--- src/rtl/jump_control.sv ---
// jump_control: control-flow decoder upstream of the program counter.
// Evaluates JMP/BEQ/BNE/CALL/RET, drives the PC jump request (write/salto),
// keeps a small return-address stack and raises flush after every taken jump.
// Optional build macro JUMP_CONTROL_STATS_EN adds an 8-bit saturating
// taken_count output.
module jump_control #(
   parameter int unsigned ADDR_W       = 6,
   parameter int unsigned STACK_DEPTH  = 4,
   parameter int unsigned FLUSH_CYCLES = 2
) (
   input  logic              clock,
   input  logic              clear_n,
   input  logic [2:0]        op,
   input  logic [ADDR_W-1:0] alvo,
   input  logic [ADDR_W-1:0] endereco_atual,
   input  logic              flag_zero,
   output logic              write,
   output logic [ADDR_W-1:0] salto,
   output logic              flush,
   output logic              stack_overflow,
   output logic              stack_underflow
`ifdef JUMP_CONTROL_STATS_EN
   ,
   output logic [7:0]        taken_count
`endif
);

   localparam int unsigned IDX_W = $clog2(STACK_DEPTH);
   localparam int unsigned PTR_W = IDX_W + 1;
   localparam int unsigned CNT_W = $clog2(FLUSH_CYCLES + 1);

   typedef enum logic [2:0] {
      OP_NONE = 3'b000,
      OP_JMP  = 3'b001,
      OP_BEQ  = 3'b010,
      OP_BNE  = 3'b011,
      OP_CALL = 3'b100,
      OP_RET  = 3'b101
   } op_t;

   typedef enum logic {
      RUN   = 1'b0,
      FLUSH = 1'b1
   } state_t;

   state_t            state, state_nx;
   logic [CNT_W-1:0]  cnt, cnt_nx;
   logic [PTR_W-1:0]  ptr;
   logic [ADDR_W-1:0] stack [STACK_DEPTH];
   logic [IDX_W-1:0]  push_idx, pop_idx;
   logic              full, empty;
   logic              take, do_push, do_pop, ovf_set, unf_set;
   logic [ADDR_W-1:0] target;
   logic [ADDR_W-1:0] ret_addr;

   assign push_idx = ptr[IDX_W-1:0];
   assign pop_idx  = push_idx - IDX_W'(1);
   assign full     = (ptr == PTR_W'(STACK_DEPTH));
   assign empty    = (ptr == '0);
   assign ret_addr = endereco_atual + ADDR_W'(1);
   assign flush    = (state == FLUSH);

   // Decode the opcode in RUN; count down the flush window in FLUSH.
   always_comb begin
      state_nx = state;
      cnt_nx   = cnt;
      take     = 1'b0;
      target   = alvo;
      do_push  = 1'b0;
      do_pop   = 1'b0;
      ovf_set  = 1'b0;
      unf_set  = 1'b0;
      case (state)
         RUN: begin
            case (op)
               OP_JMP: take = 1'b1;
               OP_BEQ: take = flag_zero;
               OP_BNE: take = !flag_zero;
               OP_CALL: begin
                  if (!full) begin
                     take    = 1'b1;
                     do_push = 1'b1;
                  end else begin
                     ovf_set = 1'b1;
                  end
               end
               OP_RET: begin
                  if (!empty) begin
                     take   = 1'b1;
                     do_pop = 1'b1;
                     target = stack[pop_idx];
                  end else begin
                     unf_set = 1'b1;
                  end
               end
               default: ;
            endcase
            if (take) begin
               state_nx = FLUSH;
               cnt_nx   = CNT_W'(FLUSH_CYCLES);
            end
         end
         FLUSH: begin
            cnt_nx = cnt - CNT_W'(1);
            if (cnt == CNT_W'(1)) begin
               state_nx = RUN;
            end
         end
         default: state_nx = RUN;
      endcase
   end

   // State, flush counter, jump request, stack pointer and sticky flags.
   always_ff @(posedge clock or negedge clear_n) begin
      if (!clear_n) begin
         state           <= RUN;
         cnt             <= '0;
         write           <= 1'b0;
         salto           <= '0;
         ptr             <= '0;
         stack_overflow  <= 1'b0;
         stack_underflow <= 1'b0;
      end else begin
         state <= state_nx;
         cnt   <= cnt_nx;
         write <= take;
         if (take) begin
            salto <= target;
         end
         if (do_push) begin
            ptr <= ptr + PTR_W'(1);
         end else if (do_pop) begin
            ptr <= ptr - PTR_W'(1);
         end
         if (ovf_set) begin
            stack_overflow <= 1'b1;
         end
         if (unf_set) begin
            stack_underflow <= 1'b1;
         end
      end
   end

   // Return-address storage; only the pointer needs reset to empty the stack.
   always_ff @(posedge clock) begin
      if (do_push) begin
         stack[push_idx] <= ret_addr;
      end
   end

`ifdef JUMP_CONTROL_STATS_EN
   // Saturating count of taken control-flow decisions.
   always_ff @(posedge clock or negedge clear_n) begin
      if (!clear_n) begin
         taken_count <= '0;
      end else if (take && taken_count != 8'hFF) begin
         taken_count <= taken_count + 8'd1;
      end
   end
`endif

endmodule
--- config.mk ---
export PLATFORM = sky130hd
export DESIGN_NAME = jump_control
export DESIGN_NICKNAME = d
export VERILOG_FILES = /design/src/rtl/jump_control.sv
export SDC_FILE = /design/constraint.sdc
export NUM_CORES = 1
export LEC_CHECK = 0
export ABC_AREA = 1
export BUFFER_PORTS_ARGS = -buffer_cell sky130_fd_sc_hd__buf_2
export CORE_MARGIN = 2
export CORE_UTILIZATION = 48
export DETAILED_ROUTE_END_ITERATION = 6
export GPL_TIMING_DRIVEN = 0
export PLACE_DENSITY = 0.78
export SETUP_SLACK_MARGIN = 0.15
export SLEW_MARGIN = 40
export SYNTH_ARGS = -nofsm -noshare
export SYNTH_HDL_FRONTEND = slang
export SYNTH_SLANG_ARGS = --single-unit
--- constraint.sdc ---
create_clock -name clock -period 2.72 [get_ports clock]
set_clock_uncertainty 0.05 [all_clocks]
set_input_delay 0.68 -clock clock [delete_from_list [all_inputs] [get_ports clock]]
set_output_delay 0.68 -clock clock [all_outputs]
set_load 0.02 [all_outputs]
==> out/metrics.yaml, run 1 <==
logic_synthesis:
  synth_cells: 196
  seq_area_frac_synth_pct: 58.8
  yosysTopAreaCell: "edfxtp_1"
  synth_area_leaders: "edfxtp_1, dfrtp_1, nand2_1"
  ys_warn_count: 0
  yosysTopAreaCellShare_pct: 38.6
  ys_ff_latch: 39
  avgSynthCellArea_sq_um: 9.52
  syn_area_sq_mm: 0.00187
  ys_types: 20
  syn-num-nets: 221
run_status:
  status: "completed"
setup_path:
  worstPathRequired_ps: 2600
  path_cells: "inv_1 -> buf_4 -> ha_1 -> nand2_1 -> inv_1 -> nor2_2 -> nand2_2 -> nor2_1"
  path_class: "flop to flop"
  crit_path_max_incr_delay_ps: 530
  slowest_stage: "nor2_1"
  ff2ff_path_depth: 8
  end_kind: "flop"
  critPathMostFrequentCell: "inv_1"
  arrival_ps: 2300
  critPathMaxFanout: 11
  cp-start-kind: "flop"
clock_tree:
  cts.reportedPaths.clkPinSlew_ps: 80
  htree_levels: 2
  cts_made_buffers: 5
  cts_tree: "built"
  insertion_delay_ps: 290
  cts.sinks: 39
  clockBufferDepth: 2
  post-cts-setup-buffers: 0
  clockRootBuffer: "clkbuf_8"
floorplanning:
  core_area_sq_mm: 0.00369
  ioPinCount: 28
  die_y_microns: 66.3
  std_cell_rows: 22
  start_util_pct: 50.6
  dieArea_sq_mm: 0.00440
  die_w_microns: 66.3
finish:
  antenna_cells: 0
  fin_nets: 255
  drive_gt1_share_pct: 21.6
  area_growth_pct: 16.4
  fillCellCount: 336
grt:
  grt_max_degree: 16
  grt_pass1_wl_microns: 5310
  grt_pass1_vias: 1215
  grt_overflow_total: 0
  track_usage_pct: 16.8
  grt_antenna_before_repair: 0
drt:
  first_pass_iters: 4
  post_drt_wl_per_cell_microns: 11.2
  viasPerCell: 4.71
  detail-route-antenna-nets: 0
  drt_iter0_markers: 46
  drc: 0
  vias: 1314
  drt_wl_total_microns: 3130
place:
  dp_slack_ps: 298
  hpwlAfterDp_microns: 2320
  portBuffers: 27
  gp_congestion: 0.767
timing:
  finalWorstSetupSlack_ps: 295
  finalSetupViolCount: 0
  finalHoldViolations: 0
  drv_slew: 0
  fin_crit_ps: 2420
  fmaxAchievable_mhz: 412
  slew_headroom_pct: 56.2
  grt_setup_unrepaired: "no"
  finalSetupTns_ps: 0
  fin_crit_sh_pct: 89.1
  worst_slew_pin_slew_ps: 655
job:
  cap_viol_max_count: 0
power:
  p_leak_nw: 1.03
  ir_drop_mv: 0.461
  power_density_mw_per_mm2: 959
worst_hold_path:
  hp-class: "input pin to asynchronous set/reset pin"
## Yosys cell counts
| master | number |
|---|---|
| xor2_1 | 6 |
| ha_1 | 7 |
| buf_4 | 1 |
| buf_6 | 1 |
| nand2_2 | 3 |
| inv_2 | 3 |
| nor2_2 | 4 |
| a21oi_4 | 1 |
| o21bai_1 | 2 |
| dfrtp_1 | 15 |
| buf_2 | 1 |
| inv_1 | 16 |
| edfxtp_1 | 24 |
| nand3_1 | 21 |
| a21oi_1 | 2 |
| o21ai_1 | 5 |
| nor3_1 | 1 |
| o21ai_0 | 2 |
| nand2_1 | 70 |
| nor2_1 | 11 |
## placed cells by master (no fill, tap or decap)
master,n
buf_6,1
clkbuf_16,1
xor2_1,6
nor3_1,1
buf_2,28
o21bai_1,2
nand2_2,3
nor2_2,5
a21oi_4,1
clkinv_4,1
inv_1,16
o21ai_1,5
nor2_1,10
edfxtp_1,24
o21ai_0,2
a21oi_1,2
clkbuf_8,5
clkinv_2,1
ha_1,7
nand2_1,70
dfrtp_1,15
nand3_1,21
buf_4,1
inv_2,3
## worst max-delay path: cells and delay by family, from the launching register on
kind	cells	cell delay, ps
simple gates	4	900
fa+ha+maj	1	230
buf+inv	3	380
flops	1	500
## routing by layer
| metal | track usage (%) | vias to the layer above | wire length [microns] |
|---|---|---|---|
| met5 | 0 | - | 0 |
| met4 | 7.65 | 0 | 65 |
| met3 | 5.28 | 4 | 140 |
| met2 | 27.4 | 26 | 1500 |
| met1 | 20.3 | 581 | 1410 |
| li1 | - | 703 | - |
## per-stage QoR
step           util [%]  power, mW  cell area, sq um  cells  hold slack, ps
6_report           58.9       2.08              2170    279             226
5_1_grt            58.9       2.27              2170    279             241
4_1_cts            58.8       2.11              2170    279             230
3_5_place_dp       55.9       1.67              2060    271             411
3_3_place_gp       55.9       1.64              2060    271             406
2_1_floorplan         -       1.44              1870    196             334
## final timing paths
check	startpoint	endpoint	slack (ps)
worst min-delay path	clear_n	ptr[1]	230
min in group clock	stack_overflow	stack_overflow	420
worst min register to register	stack_overflow	stack_overflow	420
worst max-delay path	ptr[0]	stack[0][5]	300
worst max register to register	ptr[0]	stack[0][5]	300
max in group asynchronous	clear_n	ptr[2]	2150
## cell families after synthesis
kind of cell,count (synthesis),share of synthesized area (%)
flops,39,58.8
xor+xnor,6,2.82
buf+inv,22,5.10
fa+ha+maj,7,4.69
compound gates,12,4.09
simple gates,110,24.5
## power by group
part / internal [mW] / total (mW) / leakage [nW] / switching (mW)
logic: 0.282 / 0.804 / 0.577 / 0.521
registers: 0.751 / 0.840 / 0.399 / 0.0890
clock network: 0.236 / 0.439 / 0.0563 / 0.203
total: 1.27 / 2.08 / 1.03 / 0.813
## area by class of cell
type                    instances  area, sq um  area share (%)
clock buffers                   6         93.8            4.32
clock inverters                 2         13.8           0.634
plain buffers                   3         23.8            1.10
flip-flops and latches         39         1100            50.5
well taps                      48         60.1            2.77
repair buffers                 27          135            6.22
multi-input cells             135          677            31.2
inverters                      19         71.3            3.29
## timing repair
| item | CTS | global route |
|---|---|---|
| hold buffers | 0 | 0 |
| gates resized for setup | 0 | 1 |
| hold endpoints to repair | 0 | 0 |
| endpoints found under the setup margin | 0 | 6 |
## state kept, by name (all words and copies together), names as in the netlist
name	count
stack	24
salto	6
ptr	3
cnt	2
flush	1
stack_overflow	1
stack_underflow	1
write	1
(Power assumes the default switching activity.)
==> run 2: changes to the inputs <==
- MAX_ROUTING_LAYER: not set -> met4
==> run 2 against run 1 <==
  * Power about the same
  * Clock power about the same
  * First-iteration DRC count unchanged
  * Design area unchanged
  * Non-clock buffer count unchanged
  * Fmax about the same
  * Hold slack about the same
  * Die area unchanged
  * Sequential power about the same
  * Largest cell class unchanged
  * Largest power group unchanged
==> out/metrics.yaml, run 2 (synthesis gave the netlist of run 1 again) <==
finish:
  final_common_cell: "nand2_1"
  area_growth_pct: 16.4
  largestRegisters: "stack (24), salto (6), ptr (3)"
  fin_nets: 255
  drive_gt1_share_pct: 21.6
  utilization_pct: 58.9
  largest_reg_flops: 24
  layout_common_cells: "nand2_1, buf_2, edfxtp_1"
  fin_area_sq_mm: 0.00217
  layout.cells.non_filler: 279
  antenna_cells: 0
  max_flop_register: "stack"
grt:
  grt_max_degree: 16
  track_usage_pct: 17.3
  grt_overflow_total: 0
  grt_pass1_vias: 1215
  grt_pass1_wl_microns: 5310
  grt_antenna_before_repair: 0
power:
  switchingPower_mw: 0.814
  total_power_mw: 2.08
  clkPwrFrac_pct: 21.1
  p_int_mw: 1.27
  power_frac_seq_pct: 40.3
  p_leak_nw: 1.03
  switching_share_pct: 39.1
  ir_drop_mv: 0.461
  combPwrFrac_pct: 38.6
  power_density_mw_per_mm2: 960
setup_path:
  crit_family: "simple AND/OR/NAND/NOR gates"
  cp-start-kind: "flop"
  critPathMostFrequentCell: "inv_1"
  critPathMaxFanout: 11
  worstPathRequired_ps: 2600
  ff2ff_path_depth: 8
  arrival_ps: 2300
  slowest_stage: "nor2_1"
  end_kind: "flop"
  cp_num_cells: 8
  path_class: "flop to flop"
  critPathBufInv: 3
  crit_path_max_incr_delay_ps: 530
  path_cells: "inv_1 -> buf_4 -> ha_1 -> nand2_1 -> inv_1 -> nor2_2 -> nand2_2 -> nor2_1"
timing:
  fin_crit_sh_pct: 89.2
  fmaxAchievable_mhz: 412
  finalSetupTns_ps: 0
  worst_slew_pin_slew_ps: 655
  finalWorstSetupSlack_ps: 293
  finalHoldViolations: 0
  fin_crit_ps: 2430
  whs_ps: 226
  finalSetupViolCount: 0
  slew_headroom_pct: 56.2
  drv_slew: 0
  grt_setup_unrepaired: "no"
clock_tree:
  insertion_delay_ps: 290
  clockRootBuffer: "clkbuf_8"
  cts_resized: 0
  cts_hold_buf: 0
  htree_levels: 2
  cts_made_buffers: 5
  clockBufferDepth: 2
  cts.reportedPaths.clkPinSlew_ps: 80
  cts.sinks: 39
  post-cts-setup-buffers: 0
  cts_tree: "built"
floorplanning:
  core_area_sq_mm: 0.00369
  dieArea_sq_mm: 0.00440
  ioPinCount: 28
  die_y_microns: 66.3
  die_w_microns: 66.3
  start_util_pct: 50.6
  std_cell_rows: 22
place:
  gp_congestion: 0.777
  hpwlAfterDp_microns: 2320
  portBuffers: 27
  dp_slack_ps: 298
  placed_cells: 271
  placed_area_sq_mm: 0.00206
drt:
  drt_wl_total_microns: 3120
  detail-route-antenna-nets: 0
  post_drt_wl_per_cell_microns: 11.2
  vias: 1313
  first_pass_iters: 4
  drc: 0
  viasPerCell: 4.71
  drt_iter0_markers: 46
worst_hold_path:
  hp-class: "input pin to asynchronous set/reset pin"
job:
  cap_viol_max_count: 0
run_status:
  status: "completed"
run 2: layout make-up:
cell class | count | area (sq um)
tap | 48 | 60.1
inverter | 19 | 71.3
sequential | 39 | 1100
multi-input combinational | 135 | 677
timing repair buffer | 27 | 135
fill | 336 | 1520
clock inverter | 2 | 13.8
clock buffer | 6 | 93.8
buffer | 3 | 23.8
run 2: power by group through the flow:
stage               logic, mW  clock network (mW)  registers (mW)
global placement        0.798                   0           0.846
CTS                     0.814               0.450           0.843
finish                  0.804               0.440           0.840
detailed placement      0.815                   0           0.855
floorplan               0.510                   0           0.926
global route            0.929               0.479           0.859
run 2: path summary, 6_finish.rpt:
| check | slack, ps | start | end |
|---|---|---|---|
| max | 290 | ptr[0] | stack[0][5] |
| min | 230 | clear_n | ptr[1] |
| max reg2reg | 290 | ptr[0] | stack[0][5] |
| min reg2reg | 420 | stack_overflow | stack_overflow |
| max in group asynchronous | 2150 | clear_n | ptr[2] |
| min in group clock | 420 | stack_overflow | stack_overflow |
run 2: metal layers:
metal | up-vias | part of all wire [%] | GRT usage, %
met2 | 26 | 48 | 27.4
met3 | 4 | 4.5 | 5.28
met1 | 580 | 45 | 20.3
met5 | - | 0 | -
met4 | 0 | 2.0 | 7.65
li1 | 703 | - | -
